File: src/rtl/dmem_port_arbiter.sv
// Two-port request/grant arbiter in front of a single-port data memory.
// Define ARB_FIXED_PRIO_EN to give port 0 fixed priority instead of round-robin.
module dmem_port_arbiter #(
    parameter int unsigned AW = 32,
    parameter int unsigned DW = 32
) (
    input  logic          clk_i,
    input  logic          rst_i,
    input  logic          p0_req_i,
    input  logic          p0_we_i,
    input  logic [AW-1:0] p0_addr_i,
    input  logic [DW-1:0] p0_wdata_i,
    output logic          p0_gnt_o,
    output logic          p0_rvalid_o,
    output logic [DW-1:0] p0_rdata_o,
    input  logic          p1_req_i,
    input  logic          p1_we_i,
    input  logic [AW-1:0] p1_addr_i,
    input  logic [DW-1:0] p1_wdata_i,
    output logic          p1_gnt_o,
    output logic          p1_rvalid_o,
    output logic [DW-1:0] p1_rdata_o,
    output logic          mem_en_o,
    output logic          mem_we_o,
    output logic [AW-1:0] mem_addr_o,
    output logic [DW-1:0] mem_wdata_o,
    input  logic [DW-1:0] mem_rdata_i,
    output logic          busy_o
);

    typedef enum logic [1:0] {StIdle, StIssue, StRwait} state_e;

    state_e        state_q, state_d;
    logic          owner_q, owner_d;
    logic          mem_we_q, mem_we_d;
    logic [AW-1:0] mem_addr_q, mem_addr_d;
    logic [DW-1:0] mem_wdata_q, mem_wdata_d;
    logic          any_req;
    logic          winner;

    assign any_req = p0_req_i | p1_req_i;

`ifdef ARB_FIXED_PRIO_EN
    // Port 1 only wins when port 0 is not asking.
    always_comb winner = ~p0_req_i;
`else
    logic last_q, last_d;

    always_comb begin
        if (p0_req_i && p1_req_i) begin
            winner = ~last_q;
        end else begin
            winner = ~p0_req_i;
        end
        last_d = (state_q == StIdle && any_req) ? winner : last_q;
    end

    // Reset to 1 so port 0 takes the first tie.
    always_ff @(posedge clk_i or negedge rst_i) begin
        if (!rst_i) begin
            last_q <= 1'b1;
        end else begin
            last_q <= last_d;
        end
    end
`endif

    always_ff @(posedge clk_i or negedge rst_i) begin
        if (!rst_i) begin
            state_q     <= StIdle;
            owner_q     <= 1'b0;
            mem_we_q    <= 1'b0;
            mem_addr_q  <= '0;
            mem_wdata_q <= '0;
        end else begin
            state_q     <= state_d;
            owner_q     <= owner_d;
            mem_we_q    <= mem_we_d;
            mem_addr_q  <= mem_addr_d;
            mem_wdata_q <= mem_wdata_d;
        end
    end

    always_comb begin
        state_d     = state_q;
        owner_d     = owner_q;
        mem_we_d    = mem_we_q;
        mem_addr_d  = mem_addr_q;
        mem_wdata_d = mem_wdata_q;
        case (state_q)
            StIdle: begin
                if (any_req) begin
                    state_d     = StIssue;
                    owner_d     = winner;
                    mem_we_d    = winner ? p1_we_i : p0_we_i;
                    mem_addr_d  = winner ? p1_addr_i : p0_addr_i;
                    mem_wdata_d = winner ? p1_wdata_i : p0_wdata_i;
                end
            end
            StIssue: state_d = mem_we_q ? StIdle : StRwait;
            StRwait: state_d = StIdle;
            default: state_d = StIdle;
        endcase
    end

    always_comb begin
        mem_en_o    = (state_q == StIssue);
        p0_gnt_o    = (state_q == StIssue) && !owner_q;
        p1_gnt_o    = (state_q == StIssue) && owner_q;
        p0_rvalid_o = (state_q == StRwait) && !owner_q;
        p1_rvalid_o = (state_q == StRwait) && owner_q;
        p0_rdata_o  = p0_rvalid_o ? mem_rdata_i : '0;
        p1_rdata_o  = p1_rvalid_o ? mem_rdata_i : '0;
        busy_o      = (state_q != StIdle);
    end

    assign mem_we_o    = mem_we_q;
    assign mem_addr_o  = mem_addr_q;
    assign mem_wdata_o = mem_wdata_q;

endmodule

File: config.mk
export PLATFORM = sky130hd
export DESIGN_NAME = dmem_port_arbiter
export DESIGN_NICKNAME = d
export VERILOG_FILES = /design/src/rtl/dmem_port_arbiter.sv
export SDC_FILE = /design/constraint.sdc
export NUM_CORES = 1
export LEC_CHECK = 0
export BUFFER_PORTS_ARGS = -buffer_cell sky130_fd_sc_hd__buf_2
export CAP_MARGIN = 15
export CORE_AREA = 2 2 116 118
export CTS_CLUSTER_DIAMETER = 60
export DETAILED_ROUTE_END_ITERATION = 8
export DIE_AREA = 0 0 118 120
export PLACE_DENSITY = 0.73
export REMOVE_ABC_BUFFERS = 1
export SLEW_MARGIN = 20
export SYNTH_ARGS = -nofsm -noshare
export SYNTH_HDL_FRONTEND = slang
export SYNTH_SLANG_ARGS = --single-unit
File: constraint.sdc
create_clock -name clk_i -period 3.2 [get_ports clk_i]
set_input_delay 0.32 -clock clk_i [delete_from_list [all_inputs] [get_ports clk_i]]
set_output_delay 0.32 -clock clk_i [all_outputs]
set_load 0.005 [all_outputs]
==> impl_metrics.tcl, run 1 <==
set metrics [dict create \
    hold_viol 0 \
    synthFlopType "dfrtp_1" \
    ios 301 \
    die-area_um2 14200 \
    hpwlAfterDp_um 10400 \
    rsz0062_at_grt "no" \
    track_usage 0.202 \
    gp_congestion 0.820 \
    synthesis.instances 466 \
    fin_skew_ps 6.12 \
    worst_path_max_delay_cell "and3b_1" \
    relSlewSlack 0.342 \
    placed_area_um2 5440 \
    final.min_clock_period_ps 2320 \
    synth_area_leader_cell "dfrtp_1" \
    dp_cells 895 \
    hold_path_class "in2async" \
    vias 4670 \
    htreeDepth 3 \
    worst_skew_pair.late_latency_ps 330 \
    worstPathRequired_ps 2880 \
    dieWidth_um 118 \
    power.density_nw_per_um2 800 \
    ctsHoldBuffers 0 \
    ant_nets 0 \
    synth_area_leaders "dfrtp_1 44%, and2_1 11%, a31oi_1 11%" \
    cp_max_fo 33 \
    drt_iter0_drc 273 \
    drive_above_1_share 0.449 \
    leakage_nw 2.83 \
    die_y_um 120 \
    critPathLaunchType "register" \
    ys_seq_area_frac 0.449 \
    grt_remaining_overflow 0 \
    ir_drop_mv 0.391 \
    cts_setup_buffers 0 \
    ys_top_cells_by_count "68 x dfrtp_1, 66 x and2_1, 66 x nand3_1" \
    max_slew.worst_pin.slew_ps 985 \
    cts_resized 0 \
    synth_cell_types 22 \
    synth_edf_count 0 \
    clk_path_buf_depth 2 \
    worstPathArrival_ps 2000 \
    grt_max_degree 70 \
    grt_first_pass_wirelength_um 22900 \
    drc 0 \
    vias_per_cell 5.13 \
    cp-end-kind "output port" \
    ys_ff_latch 69 \
    crit_type "reg2out" \
    synthArstFlopShare 1.00 \
    synth_most_common_cell "dfrtp_1" \
    finalInstanceArea_um2 5690 \
    wirelength_um 14800 \
    drt_pre_antenna_iters 4 \
    numCtsBuffers 9 \
    maxCapViolations 0 \
    fmax_ghz 0.431 \
    area_delta_synth_final_pct 47.7 \
    port_buffers 300 \
    post-route-period-util 0.724 \
    syn_area_per_cell_um2 8.26 \
    slowest_delay_ps 770 \
    clk_pin_slew_worst_paths_ps 50 \
    antenna_found_initial 1 \
    synth.cell_area_um2 3850 \
    outcome "completed" \
    cts_tree "yes" \
    root_buffer "clkbuf_16" \
    finalSetupViolCount 0 \
    grt_pass1_vias 4293 \
    initial_core_util 0.297 \
    fin_cells 910 \
    wl_per_cell_um 16.3 \
    coreArea_um2 13000 \
    cp_cell_sequence "and3b_1 > and2_1 > buf_2" \
    yosys.area.top_type_share 0.442 \
    yosysWarnings 0 \
    cts.sink_count 69 \
    rows 42 \
    slew_viol_final 0 \
    nets 896 \
]
-- routing by layer --
metal	vias up	GRT usage	wire, um
li1	2211	-	-
met1	2221	0.236	5790
met2	229	0.367	7800
met3	9	0.0513	1110
met4	0	0.0512	132
met5	-	0	0
-- final timing paths --
| path | start | endpoint | slack [ps] | depth (start not counted) |
|---|---|---|---|---|
| setup reg to reg | last_q | mem_wdata_o[0] | 1380 | 4 |
| hold reg to reg | mem_we_o | state_q[1] | 470 | 1 |
| min in group clk_i | p1_addr_i[7] | mem_addr_o[7] | 260 | 3 |
| setup / recovery | state_q[0] | p1_rdata_o[3] | 880 | 3 |
| hold / removal | rst_i | mem_addr_o[14] | 130 | 1 |
| max in group asynchronous | rst_i | mem_addr_o[20] | 2500 | 1 |
-- layout by cell type (no fill, tap or decap), types with 2 or more instances in the layout --
cell type	Yosys	layout
nand3_1	66	66
o21ai_1	10	10
o21a_1	2	2
dfrtp_1	68	68
o21ai_0	55	55
a31oi_1	65	65
buf_4	0	9
clkbuf_1	43	2
inv_1	2	2
clkbuf_16	0	9
clkinv_2	0	3
buf_2	5	299
a21oi_1	65	65
and2_1	66	65
nor2_1	2	2
-- final cells by class --
type / instances / area [um^2]
Antenna cell: 1 / 2.50
Clock buffer: 11 / 233
Clock inverter: 3 / 15.0
Fill cell: 1332 / 7290
Inverter: 3 / 11.3
Multi-Input combinational cell: 338 / 1890
Sequential cell: 69 / 1730
Tap cell: 176 / 220
Timing Repair Buffer: 309 / 1580
-- power by group --
part,internal [W],switching (W),leakage [nW],total [W]
Sequential,0.00133,0.000261,0.776,0.00159
Combinational,0.000898,0.00120,1.93,0.00209
Clock,0.000512,0.000352,0.125,0.000864
-- sequential cells by signal, indices dropped and copies added (netlist names) --
register and cells:
last_q 1, state_q 2, mem_addr_o 32, mem_we_o 1, owner_q 1, mem_wdata_o 32
-- metrics by stage --
step	power [W]	setup TNS [ps]	worst slack (ps)	util	hold slack, ps
finish	0.00455	0	882	0.438	130
global route	0.00489	0	751	0.438	201
global placement	0.00367	0	1250	0.419	455
CTS	0.00459	0	853	0.438	152
floorplan	0.00262	-8010	-136	-	24.4
detailed placement	0.00371	0	1220	0.419	462
-- logic make-up after synthesis --
kind of cell / Yosys count / share of synthesized area
and+or+nand+nor: 141 / 0.207
DFF: 69 / 0.449
AOI/OAI and AO/OA: 197 / 0.279
buffers and inverters: 59 / 0.0650
-- worst max-delay path, delay by kind of cell (launching register included) --
family / cells / cell delay (ps)
AND/OR/NAND/NOR: 2 / 1090
buffers and inverters: 1 / 150
flip-flops: 1 / 430
Power figures use the tool's default switching activity.
==> run 2, diff against run 1 <==
--- a/config.mk
+++ b/config.mk
@@ -7,10 +7,10 @@
 export LEC_CHECK = 0
 export BUFFER_PORTS_ARGS = -buffer_cell sky130_fd_sc_hd__buf_2
 export CAP_MARGIN = 15
-export CORE_AREA = 2 2 116 118
+export CORE_AREA = 2 2 117 119
 export CTS_CLUSTER_DIAMETER = 60
 export DETAILED_ROUTE_END_ITERATION = 8
-export DIE_AREA = 0 0 118 120
+export DIE_AREA = 0 0 119 121
 export PLACE_DENSITY = 0.73
 export REMOVE_ABC_BUFFERS = 1
 export SLEW_MARGIN = 20
==> constraint.sdc (replaced) <==
create_clock -name clk_i -period 2.4 [get_ports clk_i]
set_input_delay 0.24 -clock clk_i [delete_from_list [all_inputs] [get_ports clk_i]]
set_output_delay 0.24 -clock clk_i [all_outputs]
set_load 0.005 [all_outputs]
==> run 2 against run 1 <==
Sequential cell count did not move. Clock skew rose by 1.9 ps. Non-clock buffer count rose by 3. Sequential share of layout area fell by 0.60 points. Clock power rose by 64%. Clock-buffer cell count fell by 1. Register-to-register slack got worse by 720 ps. Highest routed layer unchanged. First-iteration DRC count rose by 14%. Power rose by 41%.
==> impl_metrics.tcl, run 2 (synthesis gave the netlist of run 1 again) <==
set metrics [dict create \
    cts_resized 0 \
    antenna_found_initial 0 \
    r2r_end "mem_addr_o[29]" \
    cp_cell_sequence "and3b_1 > buf_4 > and2_1 > buf_2" \
    layout_commonest_cell "buf_2" \
    hold_path_class "in2async" \
    finalInstanceArea_um2 5800 \
    final.min_clock_period_ps 2060 \
    drive_above_1_share 0.454 \
    port_buffers 300 \
    hpwlAfterDp_um 11700 \
    critPathLaunchType "register" \
    initial_core_util 0.294 \
    relSlewSlack 0.406 \
    num_antenna_cells 0 \
    hold_ws_ps 38.4 \
    ios 301 \
    rrSetupSlack_ps 660 \
    rr_worst_depth 4 \
    die-area_um2 14400 \
    ctsHoldBuffers 0 \
    hold_viol 0 \
    area_delta_synth_final_pct 50.7 \
    clk_path_buf_depth 2 \
    worstPathArrival_ps 1820 \
    worst_skew_pair.late_latency_ps 330 \
    power.density_nw_per_um2 1110 \
    final_cell_mix "299 x buf_2, 68 x dfrtp_1, 66 x nand3_1" \
    fin_skew_ps 8.03 \
    wl_per_cell_um 17.6 \
    cts_setup_buffers 0 \
    placed_area_um2 5480 \
    numCtsBuffers 9 \
    grt_max_degree 70 \
    crit_type "reg2out" \
    vias_per_cell 5.16 \
    vias 4716 \
    rows 42 \
    drc 0 \
    coreArea_um2 13100 \
    cts_tree "yes" \
    finalSetupViolCount 0 \
    dieWidth_um 119 \
    htreeDepth 3 \
    track_usage 0.216 \
    nets 899 \
    ant_nets 0 \
    outcome "completed" \
    slew_viol_final 0 \
    cp_max_fo 17 \
    worst-path-buf-inv 2 \
    post-route-period-util 0.860 \
    crit_start "state_q[0]" \
    grt_remaining_overflow 0 \
    grt_first_pass_wirelength_um 24400 \
    total_power_w 0.00644 \
    crit_family "simple AND/OR/NAND/NOR gates" \
    r2r_start "state_q[1]" \
    drt_pre_antenna_iters 7 \
    grt_pass1_vias 4474 \
    slowest_delay_ps 500 \
    die_y_um 121 \
    fmax_ghz 0.485 \
    drt_iter0_drc 312 \
    ir_drop_mv 0.484 \
    leakage_nw 2.88 \
    cp-end-kind "output port" \
    worstPathRequired_ps 2160 \
    worst_path_max_delay_cell "and3b_1" \
    cts.sink_count 69 \
    wirelength_um 16100 \
    maxCapViolations 0 \
    rsz0062_at_grt "no" \
    max_slew.worst_pin.slew_ps 892 \
    gp_congestion 0.860 \
    clk_pin_slew_worst_paths_ps 60 \
    root_buffer "clkbuf_16" \
]
## run 2: cell types whose count changed in the layout (fill, tap and decap cells not counted)
| cell | change |
|---|---|
| diode_2 | -1 |
| clkinv_2 | -2 |
| buf_12 | +2 |
| buf_4 | +1 |
| clkinvlp_4 | +3 |
| clkbuf_1 | -1 |
| bufinv_16 | +2 |
## run 2: stage by stage
step | worst slack (ps) | util | cells | TNS [ps]
after floorplan | -936 | - | 410 | -62410
after CTS | 318 | 0.443 | 914 | 0
after global routing | 204 | 0.443 | 914 | 0
after global placement | 642 | 0.419 | 898 | 0
final | 336 | 0.443 | 914 | 0
after detailed placement | 629 | 0.419 | 898 | 0
## run 2: cell type report
type	instances	area (um^2)
fillers	1353	7290
repair buffers	312	1630
inverters	3	11.3
multi-input cells	338	1890
clock buffers	10	229
well taps	176	220
clock inverters	6	87.6
flip-flops and latches	69	1730
## run 2: per-layer routing
layer | share of wire | vias up | GRT usage
met3 | 0.085 | 26 | 0.0531
met4 | 0.034 | 0 | 0.0923
met1 | 0.36 | 2194 | 0.243
li1 | - | 2219 | -
met2 | 0.52 | 277 | 0.390
met5 | 0 | - | 0
## run 2: worst max path at each step
stage                           endpoint  slack, ps  cells after the start
after CTS                  p1_rdata_o[6]        320                      4
final                      p1_rdata_o[6]        340                      4
after global placement    mem_addr_o[10]        640                      5
after floorplan            mem_addr_o[7]       -940                      3
after detailed placement  mem_addr_o[18]        630                      6
after global routing      p1_rdata_o[14]        200                      4
## run 2: report_power, final
group	switching, W	leakage [nW]	internal, W
Clock	0.000515	0.145	0.000908
Sequential	0.000362	0.776	0.00177
Combinational	0.00163	1.95	0.00125
